## src/rtl/rr_packet_selector.sv

```systemverilog
// Round-robin, packet-locked arbiter that muxes in_val requesters onto one registered output channel.
// Latency: 1 cycle from in_valid to sel, then 1 cycle from input beat transfer to out/out_valid.
// Backpressure: in_ready follows the granted sel and opens only when the output register is empty or draining.
module rr_packet_selector #(
    parameter int in_size = 2,
    parameter int in_val  = 4
) (
    input  logic                      clk,
    input  logic                      rst,
    input  logic [in_size*in_val-1:0] in,
    input  logic [in_val-1:0]         in_valid,
    input  logic [in_val-1:0]         in_last,
    output logic [in_val-1:0]         in_ready,
    output logic [in_val-1:0]         sel,
    output logic [in_size-1:0]        out,
    output logic                      out_valid,
    output logic                      out_last,
    input  logic                      out_ready,
    output logic                      busy
);

    localparam int pw = (in_val > 1) ? $clog2(in_val) : 1;

    typedef enum logic {IDLE, BUSY} state_t;

    state_t              state, state_n;
    logic [in_val-1:0]   sel_n;
    logic [pw-1:0]       ptr, ptr_n;
    logic [in_val-1:0]   rot_valid;
    logic [pw-1:0]       off, pick, g;
    logic [pw:0]         pick_sum, g_sum;
    logic [in_size-1:0]  sel_dat;
    logic                sel_last;
    logic                out_open;
    logic                in_xfer;

    assign out_open = !out_valid || out_ready;
    assign in_ready = (state == BUSY && !rst) ? (sel & {in_val{out_open}}) : '0;
    assign in_xfer  = |(in_valid & in_ready);
    assign busy     = (state == BUSY);

    // Rotate requests so bit 0 is the requester at ptr; the lowest set bit wins.
    assign rot_valid = in_val'({in_valid, in_valid} >> ptr);

    always_comb begin
        off = '0;
        for (int k = in_val - 1; k >= 0; k--) begin
            if (rot_valid[k]) off = pw'(k);
        end
        pick_sum = {1'b0, ptr} + {1'b0, off};
        pick     = (pick_sum >= (pw+1)'(in_val)) ? pw'(pick_sum - (pw+1)'(in_val)) : pw'(pick_sum);
    end

    // One-hot AND-OR datapath plus encoded index of the current grant.
    always_comb begin
        g       = '0;
        sel_dat = '0;
        for (int i = 0; i < in_val; i++) begin
            if (sel[i]) g = pw'(i);
            sel_dat = sel_dat | (in[i*in_size +: in_size] & {in_size{sel[i]}});
        end
        sel_last = |(in_last & sel);
        g_sum    = {1'b0, g} + (pw+1)'(1);
    end

    always_comb begin
        state_n = state;
        sel_n   = sel;
        ptr_n   = ptr;
        case (state)
            IDLE: begin
                if (|in_valid) begin
                    state_n = BUSY;
                    sel_n   = in_val'(1) << pick;
                end
            end
            BUSY: begin
                if (in_xfer && sel_last) begin
                    state_n = IDLE;
                    sel_n   = '0;
                    ptr_n   = (g_sum >= (pw+1)'(in_val)) ? '0 : pw'(g_sum);
                end
            end
            default: begin
                state_n = IDLE;
                sel_n   = '0;
            end
        endcase
    end

    always_ff @(posedge clk or posedge rst) begin
        if (rst) begin
            state <= IDLE;
            sel   <= '0;
            ptr   <= '0;
        end else begin
            state <= state_n;
            sel   <= sel_n;
            ptr   <= ptr_n;
        end
    end

    // Load and drain may coincide, giving one beat per cycle while streaming.
    always_ff @(posedge clk or posedge rst) begin
        if (rst) begin
            out       <= '0;
            out_valid <= 1'b0;
            out_last  <= 1'b0;
        end else if (in_xfer) begin
            out       <= sel_dat;
            out_last  <= sel_last;
            out_valid <= 1'b1;
        end else if (out_valid && out_ready) begin
            out_valid <= 1'b0;
        end
    end

    sel_onehot: assert property (@(posedge clk) disable iff (rst) $onehot0(sel));

endmodule
```

## config.mk

```make
export PLATFORM = sky130hd
export DESIGN_NAME = rr_packet_selector
export DESIGN_NICKNAME = d
export VERILOG_FILES = /design/src/rtl/rr_packet_selector.sv
export SDC_FILE = /design/constraint.sdc
export NUM_CORES = 1
export LEC_CHECK = 0
export CAP_MARGIN = 20
export CORE_MARGIN = 5
export CORE_UTILIZATION = 35
export DETAILED_ROUTE_END_ITERATION = 8
export PLACE_DENSITY = 0.68
export SYNTH_ARGS = -nofsm -noshare
export SYNTH_HDL_FRONTEND = slang
export SYNTH_SLANG_ARGS = --single-unit
```

## constraint.sdc

```tcl
create_clock -name clk -period 2.3 [get_ports clk]
set_input_delay 0.69 -clock clk [delete_from_list [all_inputs] [get_ports clk]]
set_output_delay 0.69 -clock clk [all_outputs]
set_load 0.03 [all_outputs]
```

; After elaboration in Yosys (flattened, before gate mapping)
; Index checks and enable logic that the tools add are counted.
[totals]
output_inout_bits = 13
register_bits = 11
wordCells = 56
input_bits = 19
[classes]
shift = 2
n_addsub = 3
n_lt_le_gt_ge = 2
n_bitwise = 11
reduce_logical = 12
eq_ne = 2
mux = 18
[ops]
columns = operator, n
row1 = 2-bit two-way mux, 8
row2 = 4-bit bitwise AND, 3
row3 = 4-bit two-way mux, 3
row4 = 4-bit OR reduction, 3
row5 = 2-bit bitwise AND, 4
row6 = 4-bit case mux with 2 select lines, 1
row7 = 8-bit by 2-bit right shift with 4-bit output, 1
row8 = "3-bit >= comparator, second input constant", 2
row9 = 2-bit OR, 3
row10 = 1-bit two-way mux, 5
row11 = 2-bit AND reduction, 2
row12 = "1-bit by 2-bit left shift with 4-bit output, first input constant", 1
row13 = "2-bit by 1-bit adder with 3-bit output, second input constant", 1
row14 = 2-bit by 2-bit adder with 3-bit output, 1
row15 = 1-bit logical AND, 3
row16 = 1-bit zero test, 2
row17 = "2-bit by 1-bit inequality test with 1-bit output, second input constant", 1
row18 = "2-bit inequality test, second input constant", 1
row19 = 1-bit case mux with 2 select lines, 1
row20 = 2-bit nonzero test, 1
row21 = "2-bit by 1-bit subtractor with 2-bit output, second input constant", 1
row22 = 1-bit logical OR, 1
row23 = 1-bit inverter, 1

; Longest topological paths before layout
; Gate-level depths: netlist of run 1.
[logic_depth]
ltp_word = 11
depth_mapped = 8
mapped_depth_nobuf = 8

; Least setup slack after synthesis of run 1
; No wires, ideal clock.
[synth_path]
path_type = input -> register
from = input port in_valid[2]
to = register sel[2]
arrival_time_ps = 2029
slack_ps = 150
setup_time_ps = 122
n_path_buf = 1
required_time_ps = 2178
stages = 7
path_cell_list = buf_6 -> or4_1 -> o2111ai_1 -> ha_1 -> xnor2_1 -> xor2_1 -> a32o_1
[synth_between]
elab_chain_len = 11
word_cells_on_any_way = 19
classes_between = add/sub: 2 / order compare: 1 / eq/ne: 2 / shift: 2 / mux: 7 / bitwise: 1 / reduce/logical: 4
[synth_lines]
columns = item, line_no
row1 = "start, declared", 11  ; input logic [in_val-1:0] in_valid,
row2 = 8-bit by 2-bit right shift with 4-bit output, 43  ; assign rot_valid = in_val'({in_valid, in_valid} >> ptr);
row3 = 2-bit two-way mux (4 in series), 48  ; if (rot_valid[k]) off = pw'(k);
row4 = 2-bit by 2-bit adder with 3-bit output, 50  ; pick_sum = {1'b0, ptr} + {1'b0, off};
row5 = 3-bit >= comparator or 2-bit by 1-bit subtractor with 2-bit output (tied branches), 51  ; pick = (pick_sum >= (pw+1)'(in_val)) ? pw'(pick_sum - (pw+1)'(in_val)) : pw'(pick_sum);
row6 = 2-bit two-way mux, 51
row7 = 1-bit by 2-bit left shift with 4-bit output, 74  ; sel_n = in_val'(1) << pick;
row8 = 4-bit two-way mux, 72  ; if (|in_valid) begin
row9 = 4-bit case mux with 2 select lines, 70  ; case (state)
row10 = "end signal, assigned", 98  ; sel <= sel_n;
row11 = "end, declared", 14  ; output logic [in_val-1:0] sel,
; Several ways; a longest one is shown, not always the timed one. The select of a mux whose other input is x is not followed.
; A chain may end at the register's enable or synchronous reset.

; Final worst setup path of run 1
[layout_path]
from = input port rst
to = output port in_ready[1]
[layout_between]
elab_chain_len = 3
[layout_lines]
columns = item, line_no
row1 = "start, declared", 9  ; input logic rst,
row2 = 1-bit zero test (no source line), n/a
row3 = 1-bit logical AND, 38  ; assign in_ready = (state == BUSY && !rst) ? (sel & {in_val{out_open}}) : '0;
row4 = 4-bit two-way mux, 38
row5 = "end, declared", 13  ; output logic [in_val-1:0] in_ready,
; Every way passes these cells.

==> results of run 1 <==
## Yosys cell counts (2+ instances only)
master | number | area (um2)
sky130_fd_sc_hd__dfrtp_1 | 11 | 275.3
sky130_fd_sc_hd__nor2_1 | 9 | 33.78
sky130_fd_sc_hd__nand2_1 | 8 | 30.03
sky130_fd_sc_hd__and3_1 | 5 | 31.28
sky130_fd_sc_hd__a22o_1 | 4 | 35.03
sky130_fd_sc_hd__inv_1 | 4 | 15.01
sky130_fd_sc_hd__o21ai_0 | 4 | 20.02
sky130_fd_sc_hd__nand2b_1 | 3 | 18.77
sky130_fd_sc_hd__a221oi_1 | 2 | 17.52
sky130_fd_sc_hd__a22oi_1 | 2 | 15.01
sky130_fd_sc_hd__a32o_1 | 2 | 20.02
sky130_fd_sc_hd__buf_2 | 2 | 10.01
sky130_fd_sc_hd__buf_6 | 2 | 22.52
sky130_fd_sc_hd__nand3_1 | 2 | 10.01
sky130_fd_sc_hd__nor3_1 | 2 | 10.01
sky130_fd_sc_hd__o31ai_2 | 2 | 25.02
sky130_fd_sc_hd__xnor2_1 | 2 | 17.52
## power by group through the flow
stage	logic (uW)	clock network (uW)	registers [uW]
6_report	828	136	362
5_1_grt	889	151	375
4_1_cts	830	140	362
3_5_place_dp	787	0	356
3_3_place_gp	777	0	352
2_1_floorplan	375	0	453
## worst min path at each step
stage          startpoint        to  cells after the start
2_1_floorplan         rst      busy                      1
3_3_place_gp     out_last  out_last                      2
3_5_place_dp     out_last  out_last                      2
4_1_cts          out_last  out_last                      2
5_1_grt          out_last  out_last                      2
6_report         out_last  out_last                      2
## metrics by stage
step / power (uW) / util / instance area, um2 / hold slack [ps]
after global routing: 1415 / 0.5911 / 1282 / 500.4
after detailed placement: 1143 / 0.5508 / 1195 / 463.2
after global placement: 1129 / 0.5508 / 1195 / 463.0
after CTS: 1331 / 0.5865 / 1272 / 481.0
final: 1326 / 0.5911 / 1282 / 474.9
after floorplan: 828.3 / - / 774.5 / 542.4
## routing by layer
metal	vias up	share of wire	GRT usage	routed length, um
met1	393	0.44	0.2006	1012
met3	0	0.049	0.05656	113
li1	403	-	-	-
met5	-	0	0	0
met2	19	0.51	0.2365	1171
met4	0	0	0.009934	0
## final cells by class
type | count | share of cell area
multi-input cells | 64 | 0.3766
inverters | 4 | 0.01171
clock buffers | 4 | 0.02049
well taps | 28 | 0.02732
repair buffers | 46 | 0.3493
flip-flops and latches | 11 | 0.2146
## worst register-to-register path, cell delays in order, from the launching register on
cell and delay (ps):
sky130_fd_sc_hd__dfrtp_1 530, sky130_fd_sc_hd__or4_1 590, sky130_fd_sc_hd__o2111ai_1 100, sky130_fd_sc_hd__ha_2 230, sky130_fd_sc_hd__xnor2_2 90, sky130_fd_sc_hd__xor2_1 170
sky130_fd_sc_hd__a32o_1 210
## state kept, by name, summed over array words and instances (netlist names)
name       flops
out            2
out_last       1
sel            4
out_valid      1
ptr            2
busy           1
## logic make-up (layout without fill, tap and decap cells)
family                   after synthesis  after routing  synth area share
AO/OA/AOI/OAI                         26             26            0.3070
XOR/XNOR                               3              3           0.03393
adder cells (fa/ha/maj)                1              1           0.01615
buffers and inverters                  9             54           0.07108
flip-flops                            11             11            0.3554
AND/OR/NAND/NOR                       34             34            0.2165
## what timing repair did
item,CTS,global route
pin swaps,0,3
endpoints found under the setup margin,7,8
gates resized for setup,14,5
==> key figures, run 1 <==
Synthesis
  – Share of synthesized flip-flops with an asynchronous set or reset: 1.000
  – Post-synthesis sequential area ratio: 0.3554
  – Number of synthesized flops with an enable pin: 0
  – Most frequently used flop master after synthesis: sky130_fd_sc_hd__dfrtp_1
  – Synthesis warning total: 0
  – Post-synthesis cell type count: 35
  – Number of instances in the synthesized netlist: 84
  – Post-synthesis area per instance: 9.220 um2
  – Area of the mapped netlist: 774.5 um2
  – Net count after synthesis: 104
  – Number of synthesized register bits: 11

Layout
  – Fraction of final layout cells sized beyond drive strength 1: 0.2791
  – Antenna Cells: 0
  – Most common cell after layout, fill and taps aside: sky130_fd_sc_hd__clkdlybuf4s50_1
  – Filler-free cell count of the finished design: 157
  – Total area of multi-input combinational cells: 483.0 um2
  – Storage cell area: 275.3 um2
  – Number of fillers in the final layout: 193
  – Count of nets after finishing: 150
  – Area added between synthesis and finish: 65.59%
  – Commonest cells after routing, fill and taps aside: 21 x sky130_fd_sc_hd__clkdlybuf4s50_1, 14 x sky130_fd_sc_hd__buf_4, 11 x sky130_fd_sc_hd__dfrtp_1

Timing
  – Final period utilization: 0.9618
  – Total Neg Setup Slack: 0 ps
  – Number of setup violations in the final report: 0
  – RSZ-0062 raised after global routing: false
  – Worst clock skew on the final layout: 3.588 ps
  – Count of final hold-check violations: 0
  – Final number of max-transition violations: 0
  – Peak Freq: 452.1 MHz
  – Slew at the pin closest to its max-slew limit: 419.9 ps
  – Worst-case setup margin in the final layout: 87.89 ps
  – Relative max-transition margin: 0.7198
  – Tmin final: 2212 ps

Critical path
  – Launch instance of the worst register-to-register path: ptr[0]
  – Data arrival time of the worst path: 1520 ps
  – Element type at the critical path end: output port
  – Cell with the biggest individual delay on the critical path: sky130_fd_sc_hd__and2b_2
  – R2R Path End: sel[2]
  – Cells traversed along the worst timing path: dlygate4sd2_1 > and2b_2 > and3_4 > buf_6
  – Cell family contributing the most delay on the critical path: simple AND/OR/NAND/NOR gates
  – Levels on crit path: 4
  – Critical path data required time: 1610 ps
  – Worst reg-to-reg setup slack: 270 ps
  – Sort of element at the start of the critical path: input port
  – Critical Path Source: rst
  – Crit path to: in_ready[1]
  – Buffers and inverters on the worst path: 2
  – Count of cells along the worst register-to-register path: 6
  – Max FO, Critical Path: 5
  – Kind of critical path: in -> out
  – Largest incremental delay on the critical path: 270 ps

Clock tree
  – CTS tree: built
  – Clock transition at the registers of the reported paths: 70 ps
  – Number of clock buffers inserted by TritonCTS: 3
  – Number of buffers on the longest clock path: 2
  – Clock Latency Late Sink: 270 ps
  – Depth of the CTS H-tree: 1
  – Number of post-CTS setup repair buffers: 0
  – CTS hold repair buffers: 0
  – Number of clock sinks: 11
  – Clock tree root buffer cell: sky130_fd_sc_hd__clkbuf_4

Min path
  – Type of the most critical hold path: reg -> reg

Placement
  – HPWL after detailed placement: 1784 um
  – IO buf count: 31
  – Worst slack at placement: -330.4 ps
  – Routability cong.: 0.8060
  – Post-placement cell count: 153

Power and ir drop
  – Peak VDD IR: 0.9322 mV
  – Total power density per cell area: 1034 nW/um2
  – Part of the total power dissipated in combinational logic: 0.624
  – Sequential share of power: 0.273
  – Net switching power figure: 594.1 uW
  – Clock Power Share: 0.102
  – Internal power: 731.7 uW
  – Leakage Power: 0.0005880 uW
  – Switching share of power: 0.4481

Global routing
  – Largest net degree at the start of global routing: 13
  – Initial antenna violation count: 0
  – Global-route wire length before repair: 3829 um
  – Vias in the first global route: 822
  – Overflow left after global routing: 0
  – Global router's overall resource usage: 0.1484

Route
  – Number of DRC violations after detailed routing: 0
  – Pre-Repair DR Iteration Count: 4
  – Post-detailed-route wirelength per cell: 14.64 um
  – Via Count: 815
  – Via-per-instance ratio: 5.191
  – Post-detailed-route count of antenna-violating nets: 0
  – Routed Wire Length: 2298 um
  – Iteration-0 DRC count of the detailed router: 13

Flow run
  – Max cap viols: 0

Die
  – Core Footprint: 2170 um2
  – Die outline width: 57.04 um
  – Full die area: 3254 um2
  – Effective utilization at floorplan: 0.3570
  – Standard-cell row count: 17
  – Vert. Die Dim: 57.04 um
  – Num ports: 32

Run status
  – Result of the run: completed
No activity file was read; power rests on OpenSTA's default activity.
==> run 2: changes to the inputs <==
--- a/config.mk
+++ b/config.mk
@@ -5,11 +5,11 @@
 export SDC_FILE = /design/constraint.sdc
 export NUM_CORES = 1
 export LEC_CHECK = 0
-export CAP_MARGIN = 20
 export CORE_MARGIN = 5
 export CORE_UTILIZATION = 35
 export DETAILED_ROUTE_END_ITERATION = 8
 export PLACE_DENSITY = 0.68
+export SLEW_MARGIN = 20
 export SYNTH_ARGS = -nofsm -noshare
 export SYNTH_HDL_FRONTEND = slang
 export SYNTH_SLANG_ARGS = --single-unit
==> results of run 2 <==
Final layout, timing and power as in run 1 (identical DEF).
==> RTL change 1, RTL diff (flow settings as in run 2) <==
Change the parameter `in_size` from 2 to 1.
--- a/src/rtl/rr_packet_selector.sv
+++ b/src/rtl/rr_packet_selector.sv
@@ -3,5 +3,5 @@
 // Backpressure: in_ready follows the granted sel and opens only when the output register is empty or draining.
 module rr_packet_selector #(
-    parameter int in_size = 2,
+    parameter int in_size = 1,
     parameter int in_val  = 4
 ) (
Ports: changed (resized in and out); port bits go from 32 to 27. No check against the original RTL was run, so the function may have changed too.
==> RTL change 1 against run 2 <==
- critical path type is now flop to primary output
- final area shrank 7.1%
- critical path depth shrank 3
- total power shrank 1.3%
- setup slack gained 0.0090 ns
- area after synthesis shrank 5.3%
- register-to-register slack gained 0.14 ns
- sequential cell count shrank 1
- wire length shrank 13%
- largest cell class unchanged
==> RTL change 1: results (changes against run 2) <==
Logic synthesis
  – Area share of the largest cell type after synthesis: 34.1% (-1.4 points)
  – Register area share after synthesis: 34.1% (-1.4 points)
  – YS warnings: 0 (unchanged)
  – Synth top cells by count: dfrtp_1, nand2_1, nor2_1
  – Ranking of synthesized cells by area: dfrtp_1, and3_1, nand2_1
  – Syn Nets: 95 (-8.7%)

Final layout
  – Share of cells above drive strength 1: 33.1% (+5.2 points)
  – Nets: 139 (-7.3%)
  – Biggest regs: sel x4, ptr x2

Placed design
  – Cell Area, Placed: 1100 µm² (-8.1%)
  – I/O Buffers: 26 (-16%)
  – Place WS: -0.268 ns (+0.0624 ns)
  – DPL Wire Length: 1520 µm (-15%)
  – Placer's final routability congestion estimate: 0.735 (-8.8%)

GRT
  – First-pass GRT wire length: 3340 µm (-13%)
  – Vias in the first global route: 713 (-13%)
  – Gr usage total: 13.8% (-1.1 points)

Detailed routing
  – Detailed-route via count: 752 (-7.7%)
  – Drt wl/cell: 13.6 µm (-7.4%)
  – DR iter-0 viols: 9 (-4)

Status
  – Run status: completed

Pwr
  – Peak supply drop: 0.000703 V (-25%)
  – Leak Pwr: 0.568 nW (-3.4%)

Worst setup path
  – Cell family with most CP delay: buffers and inverters
  – Worst stage delay on the critical path: 0.74 ns (+0.47 ns)
  – Slowest CP cell: clkdlybuf4s50_1
  – Critical path fanouts, max: 8 (+3)

STA
  – Clock Skews: 0.00118 ns (-0.00241 ns)

CTS
  – Reg clk slew, reported paths: roughly 0.060 ns
## RTL change 1: cell count changes after synthesis, moves of 2 or more
cell / change
a21oi_1: +2
a22o_1: -2
o21ai_0: -2
o31ai_1: +2
xnor2_1: -2
## RTL change 1: per-stage QoR
step,hold slack (ns),cells
after detailed placement,0.470,144
after global routing,0.541,148
after global placement,0.462,144
after CTS,0.486,147
after floorplan,0.530,79
final,0.483,148
## RTL change 1: worst min-delay path, stage by stage, from the launching register on
cell and delay, ns:
dfrtp_1 0.34, nand2_1 0.05, nand2_1 0.06
## RTL change 1: kinds of logic after synthesis
logic type                 after synthesis  share of synthesized area, %
AOI/OAI and AO/OA                       24                          30.2
xor gates and xnor gates                 2                          3.41
adders and majority gates                1                          1.71
buffers and inverters                    7                          6.82
DFF                                     10                          34.1
and+or+nand+nor                         35                          23.7
## RTL change 1: worst paths after layout
check                      depth (start not counted)            startpoint                    to  slack, ns
setup / recovery                                   1    sel[1]$_DFFE_PP0P_                sel[1]        0.1
min in group asynchronous                          2                   rst    ptr[0]$_DFFE_PP0P_       0.54
hold / removal                                     2  out_last$_DFFE_PP0P_  out_last$_DFFE_PP0P_       0.48
hold reg to reg                                    2  out_last$_DFFE_PP0P_  out_last$_DFFE_PP0P_       0.48
setup reg to reg                                   7    ptr[0]$_DFFE_PP0P_    sel[3]$_DFFE_PP0P_       0.41
max in group asynchronous                          2                   rst    sel[0]$_DFFE_PP0P_       1.48
## RTL change 1: report_power, final
| part | internal [W] | switching (W) | leakage (nW) |
|---|---|---|---|
| clock | 0.0000603 | 0.0000561 | 0.0138 |
| sequential | 0.000249 | 0.000109 | 0.127 |
| combinational | 0.000411 | 0.000423 | 0.427 |
## RTL change 1: area by class of cell
class	instances	area, µm²
clock buffers	3	22.5
fillers	170	791
inverters	3	11.3
multi-input cells	62	473
flip-flops and latches	10	250
well taps	27	33.8
repair buffers	43	400
## RTL change 1: what timing repair did
action	4_1_cts	5_1_grt
pin swaps	1	3
gates resized for setup	11	9
endpoints found under the setup margin	4	4
gates cloned	0	0
buffers inserted	0	1
## RTL change 1: layer usage
| metal | GRT usage, % | wire length [µm] | vias to the layer above |
|---|---|---|---|
| met5 | 0 | 0 | - |
| met1 | 15.6 | 869 | 355 |
| met3 | 4.64 | 88 | 4 |
| met2 | 22.6 | 1010 | 16 |
| met4 | 7.29 | 41 | 0 |
| li1 | - | - | 377 |
==> RTL change 2, RTL diff (settings of run 2) <==
Without the edit above. Reset style: synchronous (`rst`), changed in 2 clocked blocks.
--- a/src/rtl/rr_packet_selector.sv
+++ b/src/rtl/rr_packet_selector.sv
@@ -89,5 +89,5 @@
     end
 
-    always_ff @(posedge clk or posedge rst) begin
+    always_ff @(posedge clk) begin
         if (rst) begin
             state <= IDLE;
@@ -102,5 +102,5 @@
 
     // Load and drain may coincide, giving one beat per cycle while streaming.
-    always_ff @(posedge clk or posedge rst) begin
+    always_ff @(posedge clk) begin
         if (rst) begin
             out       <= '0;
Behaviour: differs if rst is asserted again (counterexample within 4 cycles, from zero or initial values and one cycle with rst high); with rst held inactive, the same outputs for 10 cycles.
==> RTL change 2 against run 2 <==
- via count decreased by 0.86%
- final area is 3.6% lower
- global-route usage is 1.6 points lower
- wire length down 6.4%
- setup slack got worse by 0.027 ns
- sequential cell count stayed put
- die area down 2.1%
- area after synthesis fell by 2.6%
Power is not compared: it rests on default switching activity, and its combinational part moved more than twofold at a synthesized area within 25%.
==> RTL change 2: results (changes against run 2) <==
CTS
  – Clock Latency Late Sink: 0.27 ns (about the same)
  – Root Driver: clkbuf_4
  – Reg clk slew, reported paths: 0.07 ns (about the same)
  – H-tree Lvls: 1 (unchanged)
  – Clock buffer depth: 2 (unchanged)

Pwr
  – Leak Pwr: just under 0.5 nW

Final layout
  – Share of cells above drive strength 1: 28.7% (+0.78 points)
  – # fillers: 181 (-6.2%)
  – Biggest regs: sel x4, out x2, ptr x2
  – Ant diodes: 0 (unchanged)

Logic synthesis
  – Ranking of synthesized cells by area: dfxtp_1, a22oi_1, nor2_1
  – Syn Nets: 108 (+3.8%)
  – Register area share after synthesis: 29.2% (-6.4 points)
  – Ys async rst share: 0% (-100 points)
  – Synth top cells by count: nor2_1, dfxtp_1, a22oi_1
  – Prevailing post-synth register cell: dfxtp_1
  – Yosys cell types: 33 (-5.7%)

STA
  – Clock Skews: 0.00332 ns (-0.000269 ns)
  – Slew @ Worst Pin: 0.365 ns (-0.0549 ns)

Detailed routing
  – Drt wl/cell: 13.8 µm (-5.8%)
  – DR iter-0 viols: 23 (+10)
  – Detailed-route via count: 808 (-0.86%)

Status
  – Run status: completed

Min path
  – HP Class: flop to flop

GRT
  – First-pass GRT wire length: 3390 µm (-12%)
  – Gr usage total: 13.2% (-1.6 points)
  – Antenna violations before repair: 0 (unchanged)
  – Vias in the first global route: 765 (-6.9%)

Worst setup path
  – Worst stage delay on the critical path: 0.74 ns (+0.47 ns)
  – Slowest CP cell: clkdlybuf4s50_1
  – Cell family with most CP delay: buffers and inverters
  – CP arrival: 1.55 ns (+0.03 ns)
  – Critical path fanouts, max: 7 (+2)

Placed design
  – Placer's final routability congestion estimate: 0.830 (+2.9%)
  – I/O Buffers: 31 (unchanged)
-- RTL change 2: cell count changes in the layout (fill, tap and decap cells not counted), sizes merged, moves of 5 or more --
cell   before  now
nand2       8    3
dfrtp      11    0
dfxtp       0   11
o21ai       5    0
a21oi       0    6
-- RTL change 2: cell families after synthesis --
kind of cell,after synthesis,synth area share [%]
AO/OA/AOI/OAI,28,32.3
buffers and inverters,11,8.29
flip-flops,11,29.2
adder cells (fa/ha/maj),1,1.66
XOR/XNOR,3,3.48
AND/OR/NAND/NOR,32,22.4
multiplexers,2,2.65
-- RTL change 2: what timing repair did --
item | 4_1_cts | 5_1_grt
setup endpoints to repair | 6 | 4
pin swaps | 3 | 4
gates resized for setup | 14 | 7
-- RTL change 2: final timing paths --
| kind | startpoint | slack [ns] | to | cells past startpoint |
|---|---|---|---|---|
| setup / recovery | busy$_SDFF_PP0_ | 0.06 | busy | 1 |
| setup reg to reg | ptr[0]$_SDFFE_PP0P_ | 0.41 | sel[2]$_SDFFE_PP0P_ | 7 |
| hold / removal | out[1]$_SDFFE_PP0P_ | 0.47 | out[1]$_SDFFE_PP0P_ | 2 |
| hold reg to reg | out[1]$_SDFFE_PP0P_ | 0.47 | out[1]$_SDFFE_PP0P_ | 2 |
-- RTL change 2: area by class of cell --
type | instances | area (µm²) | share of cell area, %
clock buffers | 3 | 22.5 | 1.82
clock inverters | 1 | 5.00 | 0.405
inverters | 4 | 15.0 | 1.21
multi-input cells | 66 | 519 | 42.0
flip-flops and latches | 11 | 220 | 17.8
well taps | 27 | 33.8 | 2.73
repair buffers | 44 | 420 | 34.0
-- RTL change 2: per-layer routing --
layer	routed length [µm]	vias to the layer above	track usage [%]
met2	1130	23	22.9
met5	0	-	0
li1	-	407	-
met1	914	378	15.8
met4	0	0	3.05
met3	106	0	3.90
-- RTL change 2: metrics by stage --
stage               instance area, µm²  cells  hold slack [ns]  setup slack [ns]  TNS (ns)
floorplan                          754     88            0.549             0.119         0
global placement                  1140    152            0.443            -0.303     -1.69
detailed placement                1140    152            0.464            -0.329     -1.99
CTS                               1210    156            0.475            0.0134         0
global route                      1240    156            0.514           0.00933         0
finish                            1240    156            0.466            0.0613         0
-- RTL change 2: power by group through the flow --
stage | clock network [W] | registers [W] | logic (W)
after floorplan | 0 | 0.000218 | 0.0000569
after global placement | 0 | 0.000209 | 0.000127
after detailed placement | 0 | 0.000209 | 0.000130
after CTS | 0.000134 | 0.000206 | 0.000135
after global routing | 0.000145 | 0.000207 | 0.000146
final | 0.000129 | 0.000206 | 0.000136
